`config.mk`:
```
export PLATFORM = sky130hd
export DESIGN_NAME = pic_host_interface_flat
export DESIGN_NICKNAME = d
export VERILOG_FILES = /design/src/rtl/pic_host_interface_pkg.sv /design/src/rtl/pic_host_interface_if.sv /design/src/rtl/pic_host_interface_init_tracker.sv /design/src/rtl/pic_host_interface.sv /design/src/flat_wrapper.sv
export SDC_FILE = /design/constraint.sdc
export NUM_CORES = 1
export LEC_CHECK = 0
export ABC_CLOCK_PERIOD_IN_PS = 2900
export CAP_MARGIN = 40
export CORE_AREA = 4 4 51 87
export DETAILED_ROUTE_END_ITERATION = 10
export DIE_AREA = 0 0 55 91
export GPL_ROUTABILITY_DRIVEN = 0
export PLACE_DENSITY_LB_ADDON = 0.2
export RECOVER_POWER = 50
export SETUP_SLACK_MARGIN = 0.02
export SYNTH_ARGS = -nofsm -noshare
export SYNTH_HDL_FRONTEND = slang
export SYNTH_SLANG_ARGS = --single-unit
```
`constraint.sdc`:
```
create_clock -name clk -period 2.9 [get_ports clk]
set_clock_uncertainty 0.1 [all_clocks]
set_input_delay 0.58 -clock clk [delete_from_list [all_inputs] [get_ports clk]]
set_output_delay 0.58 -clock clk [all_outputs]
set_load 0.02 [all_outputs]
```
`src/rtl/pic_host_interface_pkg.sv`:
```
// Shared encodings for the 8259A host-side bus initiator: command kinds,
// sequencer/bus states and the OCW2/OCW3 discriminator bits.
package pic_pkg;

  localparam logic [2:0] CMD_ICW1 = 3'd0;
  localparam logic [2:0] CMD_ICW2 = 3'd1;
  localparam logic [2:0] CMD_ICW3 = 3'd2;
  localparam logic [2:0] CMD_ICW4 = 3'd3;
  localparam logic [2:0] CMD_OCW1 = 3'd4;
  localparam logic [2:0] CMD_OCW2 = 3'd5;
  localparam logic [2:0] CMD_OCW3 = 3'd6;
  localparam logic [2:0] CMD_READ = 3'd7;

  // Value required in cmd_data[4:3] to distinguish OCW2/OCW3 from ICW1
  localparam logic [1:0] OCW2_TAG = 2'b00;
  localparam logic [1:0] OCW3_TAG = 2'b01;

  typedef enum logic [2:0] {
    SEQ_UNINIT    = 3'd0,
    SEQ_WAIT_ICW2 = 3'd1,
    SEQ_WAIT_ICW3 = 3'd2,
    SEQ_WAIT_ICW4 = 3'd3,
    SEQ_READY     = 3'd4
  } seq_state_t;

  typedef enum logic [1:0] {
    BUS_IDLE   = 2'd0,
    BUS_SETUP  = 2'd1,
    BUS_STROBE = 2'd2,
    BUS_HOLD   = 2'd3
  } bus_state_t;

endpackage

```
`src/rtl/pic_host_interface_if.sv`:
```
// Host-side command/response channel of the PIC bus initiator.
interface pic_host_if;
  logic       cmd_valid;
  logic       cmd_ready;
  logic [2:0] cmd_kind;
  logic [7:0] cmd_data;
  logic       cmd_error;
  logic       rsp_valid;
  logic [7:0] rsp_data;
  logic       init_done;

  modport master (
    output cmd_valid, cmd_kind, cmd_data,
    input  cmd_ready, cmd_error, rsp_valid, rsp_data, init_done
  );

  modport slave (
    input  cmd_valid, cmd_kind, cmd_data,
    output cmd_ready, cmd_error, rsp_valid, rsp_data, init_done
  );
endinterface

```
`src/rtl/pic_host_interface_init_tracker.sv`:
```
// ICW initialization sequencer: decides command legality and the A0 value,
// and advances the sequence at command acceptance.
module pic_init_tracker
  import pic_pkg::*;
(
  input  logic       clk,
  input  logic       reset,
  input  logic       accept,
  input  logic [2:0] kind,
  input  logic [1:0] tag,
  input  logic       sngl,
  input  logic       lsb,
  output logic       legal,
  output logic       a0,
  output logic       init_done
);

  seq_state_t seq;
  logic       ic4_q;
  logic       sngl_q;

  always_comb begin
    legal = 1'b0;
    unique case (kind)
      CMD_ICW1: legal = tag[1];
      CMD_ICW2: legal = (seq == SEQ_WAIT_ICW2);
      CMD_ICW3: legal = (seq == SEQ_WAIT_ICW3);
      CMD_ICW4: legal = (seq == SEQ_WAIT_ICW4);
      CMD_OCW1: legal = (seq == SEQ_READY);
      CMD_OCW2: legal = (seq == SEQ_READY) && (tag == OCW2_TAG);
      CMD_OCW3: legal = (seq == SEQ_READY) && (tag == OCW3_TAG);
      default:  legal = (seq == SEQ_READY);
    endcase
  end

  always_comb begin
    a0 = 1'b1;
    if (kind == CMD_ICW1 || kind == CMD_OCW2 || kind == CMD_OCW3) a0 = 1'b0;
    else if (kind == CMD_READ) a0 = lsb;
  end

  assign init_done = (seq == SEQ_READY);

  always_ff @(posedge clk or posedge reset) begin
    if (reset) begin
      seq    <= SEQ_UNINIT;
      ic4_q  <= 1'b0;
      sngl_q <= 1'b0;
    end else if (accept && legal) begin
      unique case (kind)
        CMD_ICW1: begin
          seq    <= SEQ_WAIT_ICW2;
          ic4_q  <= lsb;
          sngl_q <= sngl;
        end
        CMD_ICW2: seq <= !sngl_q ? SEQ_WAIT_ICW3 : (ic4_q ? SEQ_WAIT_ICW4 : SEQ_READY);
        CMD_ICW3: seq <= ic4_q ? SEQ_WAIT_ICW4 : SEQ_READY;
        CMD_ICW4: seq <= SEQ_READY;
        default:  seq <= seq;
      endcase
    end
  end

endmodule

```
`src/rtl/pic_host_interface.sv`:
```
// CPU-side bus initiator for the 8259A: runs timed SETUP/STROBE/HOLD bus
// cycles with registered pins and returns read data to the host.
module pic_host_interface
  import pic_pkg::*;
#(
  parameter int SETUP_CYCLES  = 1,
  parameter int STROBE_CYCLES = 2,
  parameter int HOLD_CYCLES   = 1
) (
  input  logic       clk,
  input  logic       reset,
  pic_host_if.slave  host,
  output logic       chip_select_bar,
  output logic       write_bar,
  output logic       read_bar,
  output logic       A0,
  output logic [7:0] data_bus_out,
  output logic       data_bus_oe,
  input  logic [7:0] data_bus_in
);

  localparam int MAX_SH = (SETUP_CYCLES > HOLD_CYCLES) ? SETUP_CYCLES : HOLD_CYCLES;
  localparam int MAX_P  = (STROBE_CYCLES > MAX_SH) ? STROBE_CYCLES : MAX_SH;
  localparam int CNT_W  = (MAX_P > 1) ? $clog2(MAX_P) : 1;

  bus_state_t       state;
  logic [CNT_W-1:0] cnt;
  logic             is_read;
  logic             accept;
  logic             legal;
  logic             a0_dec;
  logic             phase_last;
  logic             cmd_error_q;
  logic             rsp_valid_q;
  logic [7:0]       rsp_data_q;

  assign host.cmd_ready = (state == BUS_IDLE);
  assign host.cmd_error = cmd_error_q;
  assign host.rsp_valid = rsp_valid_q;
  assign host.rsp_data  = rsp_data_q;
  assign accept         = host.cmd_valid && host.cmd_ready;
  assign phase_last     = (cnt == '0);

  pic_init_tracker u_tracker (
    .clk       (clk),
    .reset     (reset),
    .accept    (accept),
    .kind      (host.cmd_kind),
    .tag       (host.cmd_data[4:3]),
    .sngl      (host.cmd_data[1]),
    .lsb       (host.cmd_data[0]),
    .legal     (legal),
    .a0        (a0_dec),
    .init_done (host.init_done)
  );

  // Counters hold (phase length - 1) and reload on every phase entry
  always_ff @(posedge clk or posedge reset) begin
    if (reset) begin
      state           <= BUS_IDLE;
      cnt             <= '0;
      is_read         <= 1'b0;
      chip_select_bar <= 1'b1;
      write_bar       <= 1'b1;
      read_bar        <= 1'b1;
      A0              <= 1'b0;
      data_bus_out    <= 8'h00;
      data_bus_oe     <= 1'b0;
      cmd_error_q     <= 1'b0;
      rsp_valid_q     <= 1'b0;
      rsp_data_q      <= 8'h00;
    end else begin
      cmd_error_q <= 1'b0;
      rsp_valid_q <= 1'b0;
      unique case (state)
        BUS_IDLE: begin
          if (accept) begin
            if (legal) begin
              state           <= BUS_SETUP;
              cnt             <= CNT_W'(SETUP_CYCLES - 1);
              chip_select_bar <= 1'b0;
              A0              <= a0_dec;
              is_read         <= (host.cmd_kind == CMD_READ);
              data_bus_oe     <= (host.cmd_kind != CMD_READ);
              if (host.cmd_kind != CMD_READ) data_bus_out <= host.cmd_data;
            end else begin
              cmd_error_q <= 1'b1;
            end
          end
        end
        BUS_SETUP: begin
          if (phase_last) begin
            state <= BUS_STROBE;
            cnt   <= CNT_W'(STROBE_CYCLES - 1);
            if (is_read) read_bar <= 1'b0;
            else         write_bar <= 1'b0;
          end else begin
            cnt <= cnt - 1'b1;
          end
        end
        BUS_STROBE: begin
          if (phase_last) begin
            state     <= BUS_HOLD;
            cnt       <= CNT_W'(HOLD_CYCLES - 1);
            write_bar <= 1'b1;
            read_bar  <= 1'b1;
            if (is_read) begin
              rsp_data_q  <= data_bus_in;
              rsp_valid_q <= 1'b1;
            end
          end else begin
            cnt <= cnt - 1'b1;
          end
        end
        default: begin
          if (phase_last) begin
            state           <= BUS_IDLE;
            chip_select_bar <= 1'b1;
            data_bus_oe     <= 1'b0;
          end else begin
            cnt <= cnt - 1'b1;
          end
        end
      endcase
    end
  end

endmodule

```
`src/flat_wrapper.sv`:
```
// flat-port wrapper written by rule: the top's interface ports become plain ports
module pic_host_interface_flat import pic_pkg::*;
#(
  parameter int SETUP_CYCLES  = 1,
  parameter int STROBE_CYCLES = 2,
  parameter int HOLD_CYCLES   = 1
)
  (clk, reset, chip_select_bar, write_bar, read_bar, A0, data_bus_out, data_bus_oe, data_bus_in, host_cmd_valid, host_cmd_kind, host_cmd_data, host_cmd_ready, host_cmd_error, host_rsp_valid, host_rsp_data, host_init_done);
  pic_host_if host_i ();
  input  logic clk;
  input  logic reset;
  output logic chip_select_bar;
  output logic write_bar;
  output logic read_bar;
  output logic A0;
  output logic [7:0] data_bus_out;
  output logic data_bus_oe;
  input  logic [7:0] data_bus_in;
  input wire logic [$bits(host_i.cmd_valid)-1:0] host_cmd_valid;
  input wire logic [$bits(host_i.cmd_kind)-1:0] host_cmd_kind;
  input wire logic [$bits(host_i.cmd_data)-1:0] host_cmd_data;
  output wire logic [$bits(host_i.cmd_ready)-1:0] host_cmd_ready;
  output wire logic [$bits(host_i.cmd_error)-1:0] host_cmd_error;
  output wire logic [$bits(host_i.rsp_valid)-1:0] host_rsp_valid;
  output wire logic [$bits(host_i.rsp_data)-1:0] host_rsp_data;
  output wire logic [$bits(host_i.init_done)-1:0] host_init_done;
  assign host_i.cmd_valid = host_cmd_valid;
  assign host_i.cmd_kind = host_cmd_kind;
  assign host_i.cmd_data = host_cmd_data;
  assign host_cmd_ready = host_i.cmd_ready;
  assign host_cmd_error = host_i.cmd_error;
  assign host_rsp_valid = host_i.rsp_valid;
  assign host_rsp_data = host_i.rsp_data;
  assign host_init_done = host_i.init_done;
  pic_host_interface #(.SETUP_CYCLES(SETUP_CYCLES), .STROBE_CYCLES(STROBE_CYCLES), .HOLD_CYCLES(HOLD_CYCLES)) u_core (.clk(clk), .reset(reset), .host(host_i), .chip_select_bar(chip_select_bar), .write_bar(write_bar), .read_bar(read_bar), .A0(A0), .data_bus_out(data_bus_out), .data_bus_oe(data_bus_oe), .data_bus_in(data_bus_in));
endmodule
```
==> results of run 1 <==
==> cell families after synthesis <==
logic type	Yosys count
compound gates	37
xor+xnor	2
fa+ha+maj	3
buf+inv	19
flops	32
mux	22
simple gates	28
==> layer usage <==
metal  part of all wire  vias to the layer above  global-route usage
met5                  0                        -                   0
met2               0.58                       30               0.298
li1                   -                      613                   -
met3              0.038                        6              0.0311
met4              0.020                        0              0.0669
met1               0.36                      630               0.162
==> path summary, 6_finish.rpt <==
check | startpoint | to | slack, ns | cells past startpoint
min reg2reg | u_core.host.rsp_data[0] | u_core.host.rsp_data[0] | 0.41 | 1
min | u_core.host.rsp_data[0] | u_core.host.rsp_data[0] | 0.41 | 1
max reg2reg | u_core.u_tracker.seq[1] | u_core.A0 | 0.79 | 4
max in group asynchronous | reset | u_core.host.rsp_data[2] | 0.66 | 3
min in group asynchronous | reset | u_core.data_bus_out[5] | 1.08 | 3
max | host_cmd_kind[0] | u_core.A0 | 0.42 | 6
==> final cells by class <==
type / instances / area [µm²]
Multi-Input combinational cell: 92 / 802
Fill cell: 306 / 1350
Inverter: 16 / 60.1
Sequential cell: 32 / 805
Timing Repair Buffer: 51 / 507
Tap cell: 46 / 57.6
Clock inverter: 3 / 18.8
Clock buffer: 5 / 68.8
==> sequential cells by signal, indices dropped and copies added, names as in the netlist <==
| signal | cells |
|---|---|
| u_core.write_bar | 1 |
| u_core.u_tracker.seq | 3 |
| u_core.is_read | 1 |
| u_core.u_tracker.ic4_q | 1 |
| u_core.host.cmd_error | 1 |
| u_core.host.rsp_data | 8 |
| u_core.host.rsp_valid | 1 |
| u_core.A0 | 1 |
| u_core.chip_select_bar | 1 |
| u_core.read_bar | 1 |
| u_core.state | 2 |
| u_core.data_bus_out | 8 |
| u_core.u_tracker.sngl_q | 1 |
| u_core.cnt | 1 |
| u_core.data_bus_oe | 1 |
==> metrics by stage <==
step | std cells | total power [µW] | hold WS (ns)
floorplan | 143 | 1570 | 0.400
global placement | 237 | 2040 | 0.386
detailed placement | 237 | 2080 | 0.397
CTS | 245 | 2420 | 0.413
global route | 245 | 2540 | 0.425
finish | 245 | 2390 | 0.409
==> synth_stat cells <==
library cell and number:
sky130_fd_sc_hd__buf_6 2, sky130_fd_sc_hd__mux2_4 10, sky130_fd_sc_hd__a31oi_1 5, sky130_fd_sc_hd__o32a_1 1, sky130_fd_sc_hd__nor2b_1 1, sky130_fd_sc_hd__and2_1 2
sky130_fd_sc_hd__mux2i_1 3, sky130_fd_sc_hd__or2b_1 1, sky130_fd_sc_hd__ha_1 3, sky130_fd_sc_hd__inv_1 16, sky130_fd_sc_hd__mux2_1 1, sky130_fd_sc_hd__o21ai_0 7
sky130_fd_sc_hd__nor3b_2 1, sky130_fd_sc_hd__xnor2_2 1, sky130_fd_sc_hd__nand2_1 9, sky130_fd_sc_hd__or3b_4 1, sky130_fd_sc_hd__o41a_4 1, sky130_fd_sc_hd__dfrtp_1 29
sky130_fd_sc_hd__o21ai_1 1, sky130_fd_sc_hd__xnor2_1 1, sky130_fd_sc_hd__a211oi_4 1, sky130_fd_sc_hd__nand3_1 1, sky130_fd_sc_hd__o41ai_4 1, sky130_fd_sc_hd__a22oi_4 1
sky130_fd_sc_hd__o211ai_4 1, sky130_fd_sc_hd__a32o_1 1, sky130_fd_sc_hd__mux2_2 8, sky130_fd_sc_hd__and3_1 2, sky130_fd_sc_hd__clkbuf_2 1, sky130_fd_sc_hd__nand2b_1 1
sky130_fd_sc_hd__nor3_1 1, sky130_fd_sc_hd__and2b_1 1, sky130_fd_sc_hd__o22ai_1 2, sky130_fd_sc_hd__nor4_1 1, sky130_fd_sc_hd__dfstp_2 3, sky130_fd_sc_hd__a311oi_2 1
sky130_fd_sc_hd__nor2_1 6, sky130_fd_sc_hd__o31a_1 1, sky130_fd_sc_hd__o211ai_1 2, sky130_fd_sc_hd__a21oi_1 11
==> power by group through the flow <==
| stage | combinational [µW] | sequential [µW] | clock, µW |
|---|---|---|---|
| finish | 1250 | 816 | 327 |
| CTS | 1260 | 819 | 340 |
| global placement | 1230 | 813 | 0 |
| detailed placement | 1260 | 826 | 0 |
| floorplan | 577 | 988 | 0 |
| global route | 1340 | 843 | 357 |
==> parameters.txt, run 1 <==
Parameter                              Value

Status
  Run status ... finished with violations
  Violations in the final reports ... max-capacitance violations, max-slew violations

Critical path
  Endpoint type of the worst setup path ... flop
  Arrival time worst endpoint ... 2.54 ns
  WP data required ... between 2 and 3 ns
  Critical path start-end classification ... primary input to flop
  Max Fanout on Critical Path ... 5
  Worst path cell trace ... clkdlybuf4s50_1 > and2b_1 > a21oi_1 > o41a_4 > a211oi_4 > mux2_4
  Type of element launching the critical path ... primary input
  Cell family contributing the most delay on the critical path ... compound AO/OA/AOI/OAI gates
  Worst path bufs/invs ... 1
  Slowest stage delay, CP ... 0.49 ns
  Slowest cell on crit path ... sky130_fd_sc_hd__o41a_4

Global route
  Antenna violations before repair ... 0
  Remaining Overflow, GRT ... 0
  First-pass GRT wire length ... slightly below 6 mm
  Via count of the first global-routing pass ... 1332
  Combined global-route utilization of all metal layers ... 0.161
  Largest net degree at the start of global routing ... 33

CTS
  Post-CTS setup-driven buffer insertion count ... 0
  Buffers from clock root to sink, at most ... 2
  TritonCTS clock tree ... yes
  Root cell of the clock tree ... sky130_fd_sc_hd__clkbuf_8
  Clock transition at the registers of the reported paths ... 0.07 ns
  Sinks on the clock net ... 32
  Number of H-tree branching levels ... 2
  Num CTS Buffers ... 5
  Resized cells post-CTS ... 0
  Worst skew pair latency ... ~0.28 ns
  Hold Buf Count CTS ... 0

Drt
  Post-detailed-route DRC marker count ... 0
  Routed wire length per instance ... 15.2 µm
  Total number of vias ... 1279
  Number of DRC markers after the initial detailed-route iteration ... 21
  Total iterations of the first detailed-routing run ... 4
  Vias per cell ... 5.22
  Total routed wirelength ... 3.72 mm
  Number of antenna-violating nets in the routed design ... 0

Logic synthesis
  Area share of the largest cell type after synthesis ... 0.428
  Largest cells by area after synthesis ... sky130_fd_sc_hd__dfrtp_1 43%, sky130_fd_sc_hd__mux2_4 8.9%, sky130_fd_sc_hd__mux2_2 5.3%, sky130_fd_sc_hd__dfstp_2 4.7%, sky130_fd_sc_hd__inv_1 3.5%
  Synth Area in Compound Gates ... 0.182
  Largest area contributor in the synthesized netlist ... sky130_fd_sc_hd__dfrtp_1
  Combinational family with the most area after synthesis ... compound AO/OA/AOI/OAI gates
  Yosys warning count ... 0
  Mux contribution to synthesized area ... 0.166
  Flop and latch count out of synthesis ... 32
  Sequential element share of the synthesized area ... 0.475
  Cell Area, Synth ... 0.00169 mm²
  Post-Syn Nets ... ~170
  Library cells used by synthesis ... 40
  Post-Synth Adder-Cell Area ... 0.0222
  Synth Area per Inst ... about 12 µm²
  Xor-xnor portion of the synthesized cell area ... 0.0148
  Cell count after synthesis ... 143
  Post-synthesis simple-gate area fraction ... 0.0879

Layout
  Most used cells in the layout excluding fill and tap cells ... 45 x sky130_fd_sc_hd__clkdlybuf4s50_1, 29 x sky130_fd_sc_hd__dfrtp_1, 16 x sky130_fd_sc_hd__inv_1, 11 x sky130_fd_sc_hd__a21oi_1, 10 x sky130_fd_sc_hd__mux2_4
  Share of final-layout standard cells stronger than drive strength 1 ... 0.211
  Antenna Cells ... 0
  Most common cell after layout, fill and taps aside ... sky130_fd_sc_hd__clkdlybuf4s50_1
  Post-layout util ... 0.633
  Total non-filler cell area in the finished layout ... 0.00232 mm²
  Area growth from synthesis to layout ... 36.9%
  Total number of nets in the final design ... 223

Pwr
  Cell-internal power ... 1480 µW
  Total net switching power ... around 900 µW
  Clock share of power ... 0.137
  Switching share of power ... 0.380
  Max IR drop VDD ... 0.000607 V
  Share of power burned in registers ... 0.342
  Areal power density over the cells ... 1030 mW/mm²
  Gate power share ... 0.521
  Lkg Pwr ... between 0.001 and 0.0015 µW

Hold path
  Class of the tightest hold or removal check ... flop to flop

Timing
  Final setup violation count ... 0
  Maximum clock frequency ... just over 400 MHz
  Tightest Pin Transition ... about 1.6 ns
  Worst setup margin ... 0.416 ns
  Setup repair after global routing missed its margin ... false
  Final count of pins violating max slew ... 33
  Relative max-transition margin ... -0.0956
  Summed negative setup slack over all endpoints ... 0 ns
  Number of failing hold endpoints at the final stage ... 0
  Share of the clock period used by the worst path ... 0.856
  Min Tclk post-route ... 2.48 ns

Die
  Die W ... 55 µm
  IO Count ... 47
  Area of the core region ... 0.00366 mm²
  Effective utilization at floorplan ... 0.462
  Height of the die ... around 91 µm
  Number of standard-cell rows in the floorplan ... 29
  Die outline area ... 0.00501 mm²

Placement
  Detail Placement HPWL ... 2.96 mm
  # port buffers ... 46
  Cell Area, Placed ... 0.00223 mm²
  Worst slack, placed ... roughly 0.13 ns

Flow run
  Count of max-cap constraint violations ... 1
(Power assumes the default switching activity.)
==> run 2: changes to the inputs <==
- CTS_CLUSTER_SIZE: not set -> 40
- MAX_ROUTING_LAYER: not set -> met4
- PLACE_DENSITY: not set -> 0.78
- PLACE_DENSITY_LB_ADDON: 0.2 -> not set
==> run 2 against run 1 <==
  * Highest routed layer unchanged
  * Critical endpoint is now u_core.is_read
  * The flow still finishes with violations (max-capacitance violations, max-slew violations)
  * Maximum frequency decreased by 1.8%
  * Flip-flop and latch count unchanged
  * First-iteration DRC count shrank 24%
==> parameters.txt, run 2 (synthesis results as in run 1) <==
Parameter                              Value

Status
  Run status ... finished with violations
  Violations in the final reports ... max-capacitance violations, max-slew violations

Timing
  Number of failing hold endpoints at the final stage ... 0 (unchanged)
  Maximum clock frequency ... 395 MHz (-1.8%)
  Min Tclk post-route ... 2.53 ns (+0.0449 ns)
  Final setup violation count ... 0 (unchanged)
  Setup repair after global routing missed its margin ... false
  Worst hold slack ... 0.409 ns (-0.000863 ns)
  Share of the clock period used by the worst path ... 0.872 (+0.0155)
  Relative max-transition margin ... -0.126 (-0.0306)
  Tightest Pin Transition ... 1.69 ns (+0.0458 ns)
  Summed negative setup slack over all endpoints ... 0 ns (unchanged)
  Final count of pins violating max slew ... 33 (unchanged)

Critical path
  Reg-to-reg slack, setup ... 0.82 ns (+0.03 ns)
  Arrival time worst endpoint ... 2.60 ns (+0.06 ns)
  Critical path start-end classification ... primary input to flop
  Crit Reg-Reg Startpoint ... u_core.u_tracker.seq[1]
  Endpoint type of the worst setup path ... flop
  Worst flop-to-flop path endpoint ... u_core.is_read
  Type of element launching the critical path ... primary input
  Worst-case reg-to-reg path depth ... 4 (unchanged)
  Max Fanout on Critical Path ... 6 (+1)
  WP data required ... 2.97 ns (about the same)

Pwr
  Total net switching power ... 913 µW (+0.63%)
  Gate power share ... 0.523 (+0.002)
  Areal power density over the cells ... 1030 mW/mm² (+0.29%)
  Switching share of power ... 0.381 (+0.00106)
  Lkg Pwr ... 0.00106 µW (about the same)
  Max IR drop VDD ... 0.000546 V (-10%)
  Clock share of power ... 0.136 (about the same)
  Cell-internal power ... 1480 µW (+0.18%)
  Share of power burned in registers ... 0.342 (about the same)

Layout
  Share of final-layout standard cells stronger than drive strength 1 ... 0.205 (-0.00606)
  Total non-filler cell area in the finished layout ... 0.00232 mm² (about the same)
  Most common cell after layout, fill and taps aside ... sky130_fd_sc_hd__clkdlybuf4s50_1
  Antenna Cells ... 0 (unchanged)
  Most used cells in the layout excluding fill and tap cells ... 45 x sky130_fd_sc_hd__clkdlybuf4s50_1, 29 x sky130_fd_sc_hd__dfrtp_1, 16 x sky130_fd_sc_hd__inv_1, 11 x sky130_fd_sc_hd__a21oi_1, 10 x sky130_fd_sc_hd__mux2_4
  Area growth from synthesis to layout ... 36.9% (about the same)
  Total number of nets in the final design ... 224 (+0.45%)

Global route
  Antenna violations before repair ... 0 (unchanged)
  Via count of the first global-routing pass ... 1363 (+2.3%)
  Largest net degree at the start of global routing ... 33 (unchanged)
  First-pass GRT wire length ... 6.46 mm (+9.1%)
  Remaining Overflow, GRT ... 0 (unchanged)
  Combined global-route utilization of all metal layers ... 0.184 (+0.0227)

CTS
  Num CTS Buffers ... 5 (unchanged)
  Clock transition at the registers of the reported paths ... 0.06 ns (about the same)
  Worst skew pair latency ... 0.28 ns (about the same)
  Sinks on the clock net ... 32 (unchanged)
  Hold Buf Count CTS ... 0 (unchanged)
  Number of H-tree branching levels ... 2 (unchanged)
  TritonCTS clock tree ... yes
  Resized cells post-CTS ... 0 (unchanged)
  Root cell of the clock tree ... sky130_fd_sc_hd__clkbuf_8
  Buffers from clock root to sink, at most ... 2 (unchanged)
  Post-CTS setup-driven buffer insertion count ... 0 (unchanged)

Die
  Number of standard-cell rows in the floorplan ... 29 (unchanged)
  Area of the core region ... 0.00366 mm² (unchanged)
  IO Count ... 47 (unchanged)
  Die outline area ... 0.00501 mm² (unchanged)
  Effective utilization at floorplan ... 0.462 (unchanged)
  Die W ... 55 µm (unchanged)
  Height of the die ... 91 µm (unchanged)

Placement
  Cell Area, Placed ... 0.00224 mm² (+0.34%)
  Detail Placement HPWL ... 3.07 mm (+3.7%)
  # port buffers ... 46 (unchanged)

Drt
  Routed wire length per instance ... 16.0 µm (+5.5%)
  Number of DRC markers after the initial detailed-route iteration ... 16 (-24%)
  Post-detailed-route DRC marker count ... 0 (unchanged)
  Number of antenna-violating nets in the routed design ... 0 (unchanged)
  Vias per cell ... 5.29 (+1.4%)
  Total number of vias ... 1302 (+1.8%)
  Total iterations of the first detailed-routing run ... 4 (unchanged)
  Total routed wirelength ... 3.94 mm (+5.9%)

Hold path
  Class of the tightest hold or removal check ... flop to flop
  End point of the worst hold path ... u_core.host.rsp_data[1]
  Worst hold path cell count ... 1 (unchanged)
  Min-Delay Startpoint ... u_core.host.rsp_data[1]

Flow run
  Count of max-cap constraint violations ... 1 (unchanged)
## run 2: cell count changes in the layout (fill, tap and decap cells not counted), sizes merged
cell / change
clkbuf: +2
buf: +1
clkinv: -2
## run 2: worst max-delay path by stage
stage | startpoint | slack (ns) | to | cells past startpoint
floorplan | host_cmd_kind[1] | 0.69 | u_core.A0 | 6
global placement | host_cmd_kind[1] | 0.15 | u_core.data_bus_out[5] | 8
detailed placement | host_cmd_kind[1] | 0.08 | u_core.A0 | 6
CTS | host_cmd_kind[1] | 0.38 | u_core.A0 | 6
global route | reset | 0.26 | u_core.u_tracker.seq[1] | 3
finish | host_cmd_kind[1] | 0.37 | u_core.is_read | 6
## run 2: power groups by stage
stage                     clock [µW]  combinational (µW)  sequential, µW
after floorplan                    0                 577             988
after global placement             0                1230             808
after detailed placement           0                1260             822
after CTS                        340                1270             817
after global routing             366                1340             844
final                            326                1250             819
## run 2: layer usage
| metal | GRT usage | up-vias | share of wire |
|---|---|---|---|
| met4 | 0.0751 | 0 | 0.023 |
| met3 | 0.0508 | 7 | 0.053 |
| met5 | - | - | 0 |
| met1 | 0.184 | 642 | 0.36 |
| li1 | - | 617 | - |
| met2 | 0.317 | 36 | 0.57 |
## run 2: metrics by stage
| stage | worst slack [ns] | instances | power (µW) | utilization |
|---|---|---|---|---|
| 2_1_floorplan | 0.690 | 143 | 1570 | - |
| 4_1_cts | 0.384 | 246 | 2420 | 0.634 |
| 3_3_place_gp | 0.146 | 238 | 2040 | 0.612 |
| 6_report | 0.371 | 246 | 2400 | 0.633 |
| 3_5_place_dp | 0.0823 | 238 | 2090 | 0.612 |
| 5_1_grt | 0.260 | 246 | 2550 | 0.633 |
## run 2: critical path, stage by stage
cell and delay (ns):
sky130_fd_sc_hd__clkdlybuf4s50_1 0.59, sky130_fd_sc_hd__and2b_1 0.19, sky130_fd_sc_hd__a21oi_1 0.13, sky130_fd_sc_hd__o41a_4 0.49, sky130_fd_sc_hd__a211oi_4 0.29, sky130_fd_sc_hd__mux2_4 0.32
## run 2: area by class of cell
cell class	count	area, µm²
Clock buffer	7	76.3
Clock inverter	1	5.00
Fill cell	293	1350
Inverter	16	60.1
Multi-Input combinational cell	92	802
Sequential cell	32	805
Tap cell	46	57.6
Timing Repair Buffer	52	514
==> run 3: changes to the inputs <==
- HOLD_SLACK_MARGIN: not set -> 0.12
==> results of run 3 <==
No change in the layout: final DEF, timing and power equal those of run 2.
